### src/rtl/alu_arbiter_if.sv
// rtl/alu_arbiter_if.sv - request/response channel between one requester and the ALU arbiter
interface alu_arbiter_if #(
  parameter int WIDTH  = 32,
  parameter int CTRL_W = 4
);
  logic              valid;
  logic              ready;
  logic [WIDTH-1:0]  srca;
  logic [WIDTH-1:0]  srcb;
  logic [CTRL_W-1:0] ctrl;
  logic              rsp_valid;
  logic              rsp_ready;
  logic [WIDTH-1:0]  result;
  logic              zero;

  modport master (
    output valid, srca, srcb, ctrl, rsp_ready,
    input  ready, rsp_valid, result, zero
  );

  modport slave (
    input  valid, srca, srcb, ctrl, rsp_ready,
    output ready, rsp_valid, result, zero
  );
endinterface

### src/rtl/alu_arbiter.sv
// rtl/alu_arbiter.sv - shares one external single-cycle ALU between two requesters
module alu_arbiter #(
  parameter int WIDTH     = 32,
  parameter int CTRL_W    = 4,
  parameter bit RR_ENABLE = 1'b1
) (
  input  logic              clk,
  input  logic              reset,
  alu_arbiter_if.slave      r0,
  alu_arbiter_if.slave      r1,
  output logic [WIDTH-1:0]  alu_srca,
  output logic [WIDTH-1:0]  alu_srcb,
  output logic [CTRL_W-1:0] alu_ctrl,
  input  logic [WIDTH-1:0]  alu_result,
  input  logic              alu_zero
);

  typedef enum logic [1:0] {IDLE, EXEC, RESP} state_t;

  state_t            state;
  state_t            state_nxt;
  logic [WIDTH-1:0]  op_a;
  logic [WIDTH-1:0]  op_b;
  logic [CTRL_W-1:0] op_ctrl;
  logic              owner;
  logic              last_grant;
  logic [WIDTH-1:0]  res;
  logic              res_zero;

  logic grant;
  logic any_valid;
  logic owner_rsp_ready;
  logic accept_win;
  logic accept;

  // A new request may enter while the owner is collecting its result, giving back-to-back ops.
  always_comb begin
    any_valid = r0.valid | r1.valid;
    if (r0.valid && r1.valid) begin
      grant = RR_ENABLE ? ~last_grant : 1'b0;
    end else begin
      grant = r1.valid;
    end
    owner_rsp_ready = owner ? r1.rsp_ready : r0.rsp_ready;
    accept_win      = (state == IDLE) || ((state == RESP) && owner_rsp_ready);
    accept          = accept_win & any_valid;
  end

  always_ff @(posedge clk) begin
    if (reset) begin
      state <= IDLE;
    end else begin
      state <= state_nxt;
    end
  end

  always_comb begin
    state_nxt = state;
    case (state)
      IDLE:    state_nxt = accept ? EXEC : IDLE;
      EXEC:    state_nxt = RESP;
      RESP: begin
        if (owner_rsp_ready) begin
          state_nxt = accept ? EXEC : IDLE;
        end
      end
      default: state_nxt = IDLE;
    endcase
  end

  always_comb begin
    r0.ready     = accept & ~grant;
    r1.ready     = accept & grant;
    r0.rsp_valid = (state == RESP) & ~owner;
    r1.rsp_valid = (state == RESP) & owner;
  end

  always_ff @(posedge clk) begin
    if (reset) begin
      op_a       <= '0;
      op_b       <= '0;
      op_ctrl    <= '0;
      owner      <= 1'b0;
      last_grant <= 1'b1;
      res        <= '0;
      res_zero   <= 1'b0;
    end else begin
      if (accept) begin
        op_a       <= grant ? r1.srca : r0.srca;
        op_b       <= grant ? r1.srcb : r0.srcb;
        op_ctrl    <= grant ? r1.ctrl : r0.ctrl;
        owner      <= grant;
        last_grant <= grant;
      end
      if (state == EXEC) begin
        res      <= alu_result;
        res_zero <= alu_zero;
      end
    end
  end

  assign alu_srca  = op_a;
  assign alu_srcb  = op_b;
  assign alu_ctrl  = op_ctrl;
  assign r0.result = res;
  assign r0.zero   = res_zero;
  assign r1.result = res;
  assign r1.zero   = res_zero;

endmodule

### src/flat_wrapper.sv
// flat-port wrapper written by rule: the top's interface ports become plain ports
module alu_arbiter_flat 
#(
  parameter int WIDTH     = 32,
  parameter int CTRL_W    = 4,
  parameter bit RR_ENABLE = 1'b1
)
  (clk, reset, alu_srca, alu_srcb, alu_ctrl, alu_result, alu_zero, r0_valid, r0_srca, r0_srcb, r0_ctrl, r0_rsp_ready, r0_ready, r0_rsp_valid, r0_result, r0_zero, r1_valid, r1_srca, r1_srcb, r1_ctrl, r1_rsp_ready, r1_ready, r1_rsp_valid, r1_result, r1_zero);
  alu_arbiter_if #(.WIDTH(WIDTH), .CTRL_W(CTRL_W)) r0_i ();
  alu_arbiter_if #(.WIDTH(WIDTH), .CTRL_W(CTRL_W)) r1_i ();
  input  logic clk;
  input  logic reset;
  output logic [WIDTH-1:0] alu_srca;
  output logic [WIDTH-1:0] alu_srcb;
  output logic [CTRL_W-1:0] alu_ctrl;
  input  logic [WIDTH-1:0] alu_result;
  input  logic alu_zero;
  input wire logic [$bits(r0_i.valid)-1:0] r0_valid;
  input wire logic [$bits(r0_i.srca)-1:0] r0_srca;
  input wire logic [$bits(r0_i.srcb)-1:0] r0_srcb;
  input wire logic [$bits(r0_i.ctrl)-1:0] r0_ctrl;
  input wire logic [$bits(r0_i.rsp_ready)-1:0] r0_rsp_ready;
  output wire logic [$bits(r0_i.ready)-1:0] r0_ready;
  output wire logic [$bits(r0_i.rsp_valid)-1:0] r0_rsp_valid;
  output wire logic [$bits(r0_i.result)-1:0] r0_result;
  output wire logic [$bits(r0_i.zero)-1:0] r0_zero;
  input wire logic [$bits(r1_i.valid)-1:0] r1_valid;
  input wire logic [$bits(r1_i.srca)-1:0] r1_srca;
  input wire logic [$bits(r1_i.srcb)-1:0] r1_srcb;
  input wire logic [$bits(r1_i.ctrl)-1:0] r1_ctrl;
  input wire logic [$bits(r1_i.rsp_ready)-1:0] r1_rsp_ready;
  output wire logic [$bits(r1_i.ready)-1:0] r1_ready;
  output wire logic [$bits(r1_i.rsp_valid)-1:0] r1_rsp_valid;
  output wire logic [$bits(r1_i.result)-1:0] r1_result;
  output wire logic [$bits(r1_i.zero)-1:0] r1_zero;
  assign r0_i.valid = r0_valid;
  assign r0_i.srca = r0_srca;
  assign r0_i.srcb = r0_srcb;
  assign r0_i.ctrl = r0_ctrl;
  assign r0_i.rsp_ready = r0_rsp_ready;
  assign r0_ready = r0_i.ready;
  assign r0_rsp_valid = r0_i.rsp_valid;
  assign r0_result = r0_i.result;
  assign r0_zero = r0_i.zero;
  assign r1_i.valid = r1_valid;
  assign r1_i.srca = r1_srca;
  assign r1_i.srcb = r1_srcb;
  assign r1_i.ctrl = r1_ctrl;
  assign r1_i.rsp_ready = r1_rsp_ready;
  assign r1_ready = r1_i.ready;
  assign r1_rsp_valid = r1_i.rsp_valid;
  assign r1_result = r1_i.result;
  assign r1_zero = r1_i.zero;
  alu_arbiter #(.WIDTH(WIDTH), .CTRL_W(CTRL_W), .RR_ENABLE(RR_ENABLE)) u_core (.clk(clk), .reset(reset), .r0(r0_i), .r1(r1_i), .alu_srca(alu_srca), .alu_srcb(alu_srcb), .alu_ctrl(alu_ctrl), .alu_result(alu_result), .alu_zero(alu_zero));
endmodule
### config.mk
export PLATFORM = sky130hd
export DESIGN_NAME = alu_arbiter_flat
export DESIGN_NICKNAME = d
export VERILOG_FILES = /design/src/rtl/alu_arbiter_if.sv /design/src/rtl/alu_arbiter.sv /design/src/flat_wrapper.sv
export SDC_FILE = /design/constraint.sdc
export NUM_CORES = 1
export LEC_CHECK = 0
export BUFFER_PORTS_ARGS = -buffer_cell sky130_fd_sc_hd__buf_2
export CAP_MARGIN = 20
export CORE_ASPECT_RATIO = 1.4
export CORE_MARGIN = 5
export CORE_UTILIZATION = 35
export DETAILED_ROUTE_END_ITERATION = 6
export HOLD_SLACK_MARGIN = 0.02
export PLACE_DENSITY = 0.71
export SYNTH_ARGS = -nofsm -noshare
export SYNTH_HDL_FRONTEND = slang
export SYNTH_SLANG_ARGS = --single-unit
### constraint.sdc
create_clock -name clk -period 2.08 [get_ports clk]
set_input_delay 0.104 -clock clk [delete_from_list [all_inputs] [get_ports clk]]
set_output_delay 0.104 -clock clk [all_outputs]
set_load 0.02 [all_outputs]
==> results of run 1 <==
[cell families after synthesis]
logic type	share of synthesized area [%]
flops	40.8
buf+inv	10.3
mux	0.486
simple gates	24.1
compound gates	24.3
[placed cells by master, fill, tap and decap left out, types with 2 or more instances in the layout]
master         Yosys  routed
inv_6              0       3
diode_2            0       3
nand2b_1          61      61
dfxtp_1          105     103
a31oi_1           68      68
dlygate4sd3_1      0     136
clkbuf_16          0       9
nor3_1             2       2
clkinv_2           0       2
inv_1              2       2
buf_4             33      18
nand2_1          202     202
nor2_1             5       5
or2b_1             8       8
o21ai_0            2       2
buf_2              8     312
a21oi_1           34      34
dfxtp_2            0       2
o221ai_1          68      68
[cell type report]
| cell class | instances | area, sq um |
|---|---|---|
| antenna | 3 | 7.51 |
| clock buffer | 9 | 225 |
| clock inverter | 7 | 52.6 |
| fill | 1282 | 6190 |
| inverter | 3 | 11.3 |
| multi-input combinational | 460 | 2540 |
| sequential | 105 | 2100 |
| tap | 189 | 236 |
| timing repair buffer | 467 | 3070 |
[flip-flops by register name, summed over array words and instances (netlist names)]
register / cells
u_core.alu_ctrl: 4
u_core.alu_srca: 32
u_core.alu_srcb: 32
u_core.last_grant: 1
u_core.owner: 1
u_core.r0.result: 32
u_core.r0.zero: 1
u_core.state: 2
[critical path, cell delays in order, from the launching register on]
cell and delay, ns:
dfxtp_2 0.39, mux2_4 0.34, o21a_2 0.21, buf_4 0.22
a31oi_1 0.16, dlygate4sd3_1 0.58
[per-layer routing]
layer,vias up,wire length (microns)
met5,-,0
met1,2882,7640
met2,328,10900
li1,3071,-
met4,0,963
met3,68,1610
[worst max-delay path by stage]
| stage | end | slack [ns] | depth (start not counted) | from |
|---|---|---|---|---|
| finish | u_core.alu_srcb[21] | 0.12 | 5 | u_core.owner |
| global route | u_core.alu_ctrl[2] | 0.03 | 5 | u_core.state[0] |
| CTS | u_core.alu_srcb[23] | 0.05 | 5 | u_core.owner |
| detailed placement | u_core.alu_srca[21] | 0.45 | 4 | u_core.owner |
| global placement | u_core.alu_srcb[11] | 0.49 | 4 | u_core.owner |
| floorplan | r0_ready | 0.53 | 5 | u_core.state[0] |
[through the flow]
stage	hold slack, ns	power [mW]	instances	area [sq um]
floorplan	0.240	3.42	665	5150
global placement	0.346	3.97	1086	6580
detailed placement	0.350	3.99	1086	6580
CTS	0.0207	5.84	1238	8220
global route	0.0232	6.12	1241	8250
finish	0.0317	5.81	1243	8250
[what timing repair did]
item / in CTS / in global routing
resized for setup: 0 / 2
buffers inserted: 0 / 1
hold buffers: 136 / 0
endpoints found under the setup margin: 0 / 12
hold endpoints to repair: 89 / 0
[Yosys cell counts (all sizes together)]
cell type,instances,share of area [%]
o21ai,2,0.19
o221ai,68,12
buf,44,6.1
inv,3,0.22
o21ba,1,0.19
o21a,1,0.15
or3,1,0.12
a31oi,68,8.3
a221oi,1,0.29
mux2,1,0.29
nor2,5,0.36
a21boi,1,0.15
nand2b,61,7.4
nor2b,1,0.12
clkbuf,54,3.9
nor3,2,0.19
nand2,202,15
dfxtp,105,41
a21oi,34,3.3
mux2i,1,0.19
or2b,8,1.2
a21bo,1,0.19
[power by group]
part | internal, mW | leakage [nW] | switching (mW)
Sequential | 2.22 | 0.869 | 0.145
Clock | 0.824 | 0.137 | 0.784
Combinational | 0.778 | 2.82 | 1.05
==> results.sh, run 1 <==
export IMPL_outcome="finished, final reports clean"
export IMPL_holdPathStages=3
export IMPL_grt_pass1_vias=6395
export IMPL_ant_nets=0
export IMPL_synth_ff_latch_count=105
export IMPL_gp_congestion=0.815
export IMPL_die_w_microns=112
export IMPL_ff2ff_path_depth=5
export IMPL_irDropWorstVdd_v=0.000511
export IMPL_skew_ns=0.0126
export IMPL_worstPathArrival_ns=2.24
export IMPL_first_pass_iters=5
export IMPL_ys_types=26
export IMPL_rr_endpoint="u_core.alu_srcb[21]"
export IMPL_busiest_layer="met2"
export IMPL_period_needed_ns=1.96
export IMPL_holdPathEnd="u_core.alu_srca[18]"
export IMPL_worst_pin_slew_ns=0.510
export IMPL_core_sq_um=14400
export IMPL_hold_start="r1_srca[18]"
export IMPL_drive_gt1_share_pct=34.1
export IMPL_layout_nets=1221
export IMPL_synth_nets=840
export IMPL_vias_per_cell=5.11
export IMPL_clk_pin_slew_ns=0.08
export IMPL_grt_use_met1_pct=24.5
export IMPL_leakagePower_nw=3.82
export IMPL_syn_area_per_cell_sq_um=7.74
export IMPL_io_pins=313
export IMPL_grtUsageTotal_pct=22.7
export IMPL_setup_tns_ns=0
export IMPL_wl_per_cell_microns=17.0
export IMPL_worstSetupEndpointType="flip-flop"
export IMPL_worstSkewPairLatency_ns=0.34
export IMPL_finalHoldViolCount=0
export IMPL_syn_cell_area_sq_um=5150
export IMPL_max_slew_margin_rel_pct=66.0
export IMPL_cts_sinks=105
export IMPL_min_period_over_period_pct=94.1
export IMPL_antenna_found_initial=1
export IMPL_start_kind="flip-flop"
export IMPL_setup_viol=0
export IMPL_grt_max_degree=48
export IMPL_drc=0
export IMPL_start_util_pct=35.6
export IMPL_rsz0062_at_grt="no"
export IMPL_path_max_fanout=23
export IMPL_numPortBuffers=312
export IMPL_dieArea_sq_um=17300
export IMPL_cts_buffers=9
export IMPL_hp_class="primary input to flip-flop"
export IMPL_grt_pass1_wl_mm=32.1
export IMPL_crit_reg2reg_launch="u_core.owner"
export IMPL_grt_overflow_total=0
export IMPL_rrSetupSlack_ns=0.12
export IMPL_cts_buffer_depth=2
export IMPL_dp_hpwl_mm=13.0
export IMPL_post_route_util_pct=57.1
export IMPL_power_density_nw_per_um2=704
export IMPL_num_vias=6349
export IMPL_htree_levels=3
export IMPL_num_rows=52
export IMPL_use_met2_pct=40.7
export IMPL_criticalPathCategory="flip-flop to flip-flop"
export IMPL_cts_tree="done"
export IMPL_areaGrowthSynthToFinish_pct=60.3
export IMPL_drt_initial_drc_count=392
export IMPL_dieHeight_microns=153
export IMPL_grt_use_met3_pct=5.58
export IMPL_root_buffer="clkbuf_16"
export IMPL_synthCells=665
export IMPL_routed_wl_mm=21.1
export IMPL_worst_slack_ns=0.123
export IMPL_yosys_warnings=0
export IMPL_yosysSeqAreaShare_pct=40.8
export IMPL_dp_slack_ns=0.451
export IMPL_required_ns=2.36
export IMPL_maxCapViolations=0
export IMPL_slew_violations=0
export IMPL_fmax_mhz=511
Note: power is estimated with default switching activity, not from simulation.
==> inputs of run 2 (changes only) <==
- GPL_TIMING_DRIVEN: unset -> 0
==> results.sh, run 2 (synthesis gave the netlist of run 1 again) <==
export IMPL_outcome="finished, final reports clean"
export IMPL_cts_buffers=9
export IMPL_pwr_share_seq_pct=39.4
export IMPL_fill_cells=1294
export IMPL_dp_cells=1166
export IMPL_holdPathStages=3
export IMPL_wl_per_cell_microns=17.1
export IMPL_die_w_microns=112
export IMPL_cts_tree="done"
export IMPL_cts_buffer_depth=2
export IMPL_antenna_found_initial=1
export IMPL_root_buffer="clkbuf_16"
export IMPL_grtUsageTotal_pct=24.8
export IMPL_htree_levels=3
export IMPL_gp_congestion=0.825
export IMPL_setup_tns_ns=0
export IMPL_first_pass_iters=5
export IMPL_critical_path_top_delay_family="buffers and inverters"
export IMPL_irDropWorstVdd_v=0.000557
export IMPL_core_sq_um=14400
export IMPL_grt_pass1_vias=6820
export IMPL_worstSetupEndpointType="flip-flop"
export IMPL_period_needed_ns=1.92
export IMPL_fin_area_sq_um=8540
export IMPL_power_frac_comb_pct=31.5
export IMPL_drt_initial_drc_count=376
export IMPL_io_pins=313
export IMPL_grt_pass1_wl_mm=34.8
export IMPL_place_area_sq_um=6950
export IMPL_crit_buf_inv=2
export IMPL_ant_nets=0
export IMPL_holdPathEnd="u_core.alu_srcb[15]"
export IMPL_crit_reg2reg_launch="u_core.state[1]"
export IMPL_worstSkewPairLatency_ns=0.34
export IMPL_slowest_delay_ns=0.60
export IMPL_required_ns=2.30
export IMPL_crit_chain="clkbuf_2 > clkbuf_1 > or2b_1 > o221ai_1 > a31oi_1"
export IMPL_grt_max_degree=19
export IMPL_crit_slowest_cell="dfxtp_1"
export IMPL_dp_hpwl_mm=15.0
export IMPL_mostFrequentLayoutCells="buf_2, nand2_1, dlygate4sd3_1, dfxtp_1"
export IMPL_routed_wl_mm=22.5
export IMPL_mostFrequentLayoutCell="buf_2"
export IMPL_post_route_util_pct=59.2
export IMPL_ff2ff_path_depth=5
export IMPL_cts_sinks=105
export IMPL_intPower_mw=3.98
export IMPL_rrSetupSlack_ns=0.16
export IMPL_maxCapViolations=0
export IMPL_power_frac_clock_pct=29.1
export IMPL_drc=0
export IMPL_leakagePower_nw=3.98
export IMPL_rr_endpoint="u_core.alu_srcb[17]"
export IMPL_finalHoldViolCount=0
export IMPL_worst_pin_slew_ns=0.557
export IMPL_clk_pin_slew_ns=0.08
export IMPL_criticalPathCategory="flip-flop to flip-flop"
export IMPL_slew_violations=0
export IMPL_worstPathArrival_ns=2.14
export IMPL_num_vias=6720
export IMPL_max_slew_margin_rel_pct=62.8
export IMPL_total_power_mw=6.01
export IMPL_cts_setup_buffers=0
export IMPL_hold_start="r1_srcb[15]"
export IMPL_final_cells=1310
export IMPL_vias_per_cell=5.13
export IMPL_numPortBuffers=312
export IMPL_dieHeight_microns=153
export IMPL_start_kind="flip-flop"
export IMPL_layout_nets=1290
export IMPL_power_density_nw_per_um2=703
export IMPL_setup_viol=0
export IMPL_dieArea_sq_um=17300
export IMPL_path_max_fanout=10
export IMPL_min_period_over_period_pct=92.3
export IMPL_swShare_pct=33.8
export IMPL_rsz0062_at_grt="no"
export IMPL_hp_class="primary input to flip-flop"
export IMPL_fmax_mhz=521
export IMPL_num_rows=52
export IMPL_drive_gt1_share_pct=33.8
export IMPL_start_util_pct=35.6
export IMPL_power_switching_mw=2.03
export IMPL_skew_ns=0.0114
export IMPL_areaGrowthSynthToFinish_pct=66.0
export IMPL_grt_overflow_total=0
## run 2: cell count changes in the layout (fill, tap and decap cells not counted), moves of 2 or more
cell	before	now
buf_2	312	320
buf_4	18	33
clkbuf_1	0	49
clkbuf_2	0	2
dfxtp_1	103	105
dfxtp_2	2	0
diode_2	3	1
dlygate4sd3_1	136	130
## run 2: worst max-delay path by stage
stage / from / endpoint / slack (ns) / cells after the start
5_1_grt: u_core.last_grant / r0_ready / 0.01 / 4
3_3_place_gp: u_core.state[1] / u_core.alu_srcb[26] / -0.007 / 5
6_report: u_core.state[1] / u_core.alu_srcb[17] / 0.16 / 5
4_1_cts: u_core.state[1] / u_core.alu_srcb[26] / 0.008 / 5
3_5_place_dp: u_core.state[1] / u_core.alu_srcb[26] / 0.009 / 5
2_1_floorplan: u_core.state[0] / r0_ready / 0.53 / 5
## run 2: timing repair
item                       CTS  global route
hold endpoints to repair    86             1
setup endpoints to repair    2            12
resized for setup            3             2
hold buffers               129             1
## run 2: metrics by stage
stage	worst slack, ns	hold slack (ns)
after floorplan	0.530	0.240
after global placement	-0.00692	0.345
after detailed placement	0.00922	0.350
after CTS	0.00763	0.0200
after global routing	0.0144	0.0228
final	0.159	0.0245
## run 2: worst min-delay path: cells and delay by family
kind | cells | cell delay (ns)
compound gates | 1 | 0.07
buf+inv | 1 | 0.09
simple gates | 1 | 0.05
## run 2: per-layer routing
metal / track usage (%) / up-vias / share of wire (%)
li1: - / 3206 / -
met1: 26.2 / 3075 / 37
met2: 44.9 / 339 / 51
met3: 6.21 / 98 / 7.0
met4: 12.7 / 2 / 5.3
met5: 0 / - / 0.049
## run 2: power by group through the flow
stage / sequential (mW) / clock (mW) / combinational [mW]
2_1_floorplan: 2.64 / 0 / 0.783
3_3_place_gp: 2.40 / 0 / 1.67
3_5_place_dp: 2.41 / 0 / 1.68
4_1_cts: 2.36 / 1.80 / 1.87
5_1_grt: 2.40 / 1.87 / 2.05
6_report: 2.37 / 1.75 / 1.89
## run 2: layout make-up
cell class	count	area, sq um	share of cell area, %
Tap cell	189	236	2.77
Clock buffer	9	225	2.64
Inverter	3	11.3	0.132
Timing Repair Buffer	442	2860	33.5
Sequential cell	105	2100	24.6
Antenna cell	1	2.50	0.0293
Multi-Input combinational cell	459	2520	29.5
Clock inverter	7	75.1	0.879
Buffer	95	508	5.95
==> inputs of run 3 (changes only) <==
- clock period: 2.08 -> 2.5 ns (I/O delays scaled with it)
==> results.sh, run 3 (synthesis gave the netlist of run 1 again) <==
export IMPL_core_sq_um=14400
export IMPL_fmax_mhz=442
export IMPL_path_max_fanout=10
export IMPL_finalHoldViolCount=0
export IMPL_mostFrequentLayoutCells="buf_2, nand2_1, dfxtp_1, o221ai_1, a31oi_1"
export IMPL_num_vias=6003
export IMPL_grt_max_degree=19
export IMPL_drt_initial_drc_count=292
export IMPL_routed_wl_mm=19.7
export IMPL_setup_tns_ns=0
export IMPL_dp_hpwl_mm=15.0
export IMPL_setup_viol=0
export IMPL_cts_buffers=9
export IMPL_gp_congestion=0.825
export IMPL_hp_class="primary input to flip-flop"
export IMPL_power_density_nw_per_um2=645
export IMPL_leakagePower_nw=3.54
export IMPL_place_area_sq_um=6950
export IMPL_dieArea_sq_um=17300
export IMPL_root_buffer="clkbuf_16"
export IMPL_wl_per_cell_microns=16.3
export IMPL_cts_hold_buf=27
export IMPL_cts_setup_buffers=0
export IMPL_htree_levels=3
export IMPL_die_w_microns=112
export IMPL_cts_sinks=105
export IMPL_num_rows=52
export IMPL_drive_gt1_share_pct=36.9
export IMPL_max_slew_margin_rel_pct=45.7
export IMPL_start_util_pct=35.6
export IMPL_worstSetupEndpointType="primary output"
export IMPL_areaGrowthSynthToFinish_pct=46.1
export IMPL_post_cts_resized=0
export IMPL_numPortBuffers=312
export IMPL_total_power_mw=4.85
export IMPL_required_ns=2.38
export IMPL_vias_per_cell=4.96
export IMPL_outcome="finished, final reports clean"
export IMPL_slew_violations=0
export IMPL_irDropWorstVdd_v=0.000467
export IMPL_cts_buffer_depth=2
export IMPL_skew_ns=0.0129
export IMPL_first_pass_iters=5
export IMPL_rsz0062_at_grt="no"
export IMPL_worst_slack_ns=0.239
export IMPL_criticalPathCategory="flip-flop to primary output"
export IMPL_io_pins=313
export IMPL_drc=0
export IMPL_clk_pin_slew_ns=0.08
export IMPL_fin_area_sq_um=7520
export IMPL_mostFrequentLayoutCell="buf_2"
export IMPL_antenna_found_initial=3
export IMPL_worstPathArrival_ns=2.14
export IMPL_ant_nets=0
export IMPL_grt_pass1_vias=5849
export IMPL_worstSkewPairLatency_ns=0.35
export IMPL_grt_overflow_total=0
export IMPL_dieHeight_microns=153
export IMPL_worst_pin_slew_ns=0.813
export IMPL_holdWs_ns=0.0280
export IMPL_dp_slack_ns=0.429
export IMPL_layout_nets=1190
export IMPL_min_period_over_period_pct=90.4
export IMPL_period_needed_ns=2.26
export IMPL_maxCapViolations=0
export IMPL_start_kind="flip-flop"
export IMPL_grt_pass1_wl_mm=29.9
export IMPL_cts_tree="done"
export IMPL_grtUsageTotal_pct=21.3
## run 3: cell count changes in the layout (fill, tap and decap cells not counted), sizes merged
cell,change
clkbuf,+3
diode,+1
dlygate4sd3,-103
## run 3: area by class of cell
class	count	area (sq um)
Antenna cell	2	5.00
Clock inverter	7	75.1
Tap cell	189	236
Multi-Input combinational cell	459	2520
Timing Repair Buffer	339	1830
Clock buffer	9	225
Inverter	3	11.3
Sequential cell	105	2100
Buffer	98	517
Fill cell	1460	6920
## run 3: final timing paths
path                        startpoint                   end  slack [ns]  depth (start not counted)
setup reg to reg       u_core.state[1]   u_core.alu_srcb[26]        0.48                          5
hold / removal          alu_result[18]  u_core.r0.result[18]        0.03                          3
hold reg to reg   u_core.r0.result[19]  u_core.r0.result[19]        0.47                          2
setup / recovery       u_core.state[0]              r1_ready        0.24                          6
## run 3: power by group
part	internal (mW)	switching, mW	leakage (nW)	total (mW)
combinational	0.565	0.856	2.52	1.42
clock	0.789	0.674	0.151	1.46
sequential	1.85	0.119	0.868	1.97
total	3.20	1.65	3.54	4.85
## run 3: critical path, cell delays in order, from the launching register on
cell	delay, ns
dfxtp_1	0.34
o21ba_2	0.23
buf_2	0.23
clkbuf_1	0.42
o21ai_0	0.24
nor2_1	0.15
buf_2	0.18
## run 3: metrics by stage
stage | instances | util (%)
CTS | 1209 | 52.0
detailed placement | 1166 | 48.1
global route | 1211 | 52.1
global placement | 1166 | 48.1
finish | 1211 | 52.1
floorplan | 665 | -
## run 3: routing by layer
metal | vias to the layer above | global-route usage, % | wire length (microns)
met5 | - | 0 | 11
met4 | 2 | 7.16 | 552
met3 | 45 | 5.90 | 1520
met2 | 235 | 38.9 | 10000
met1 | 2716 | 23.6 | 7600
li1 | 3005 | - | -
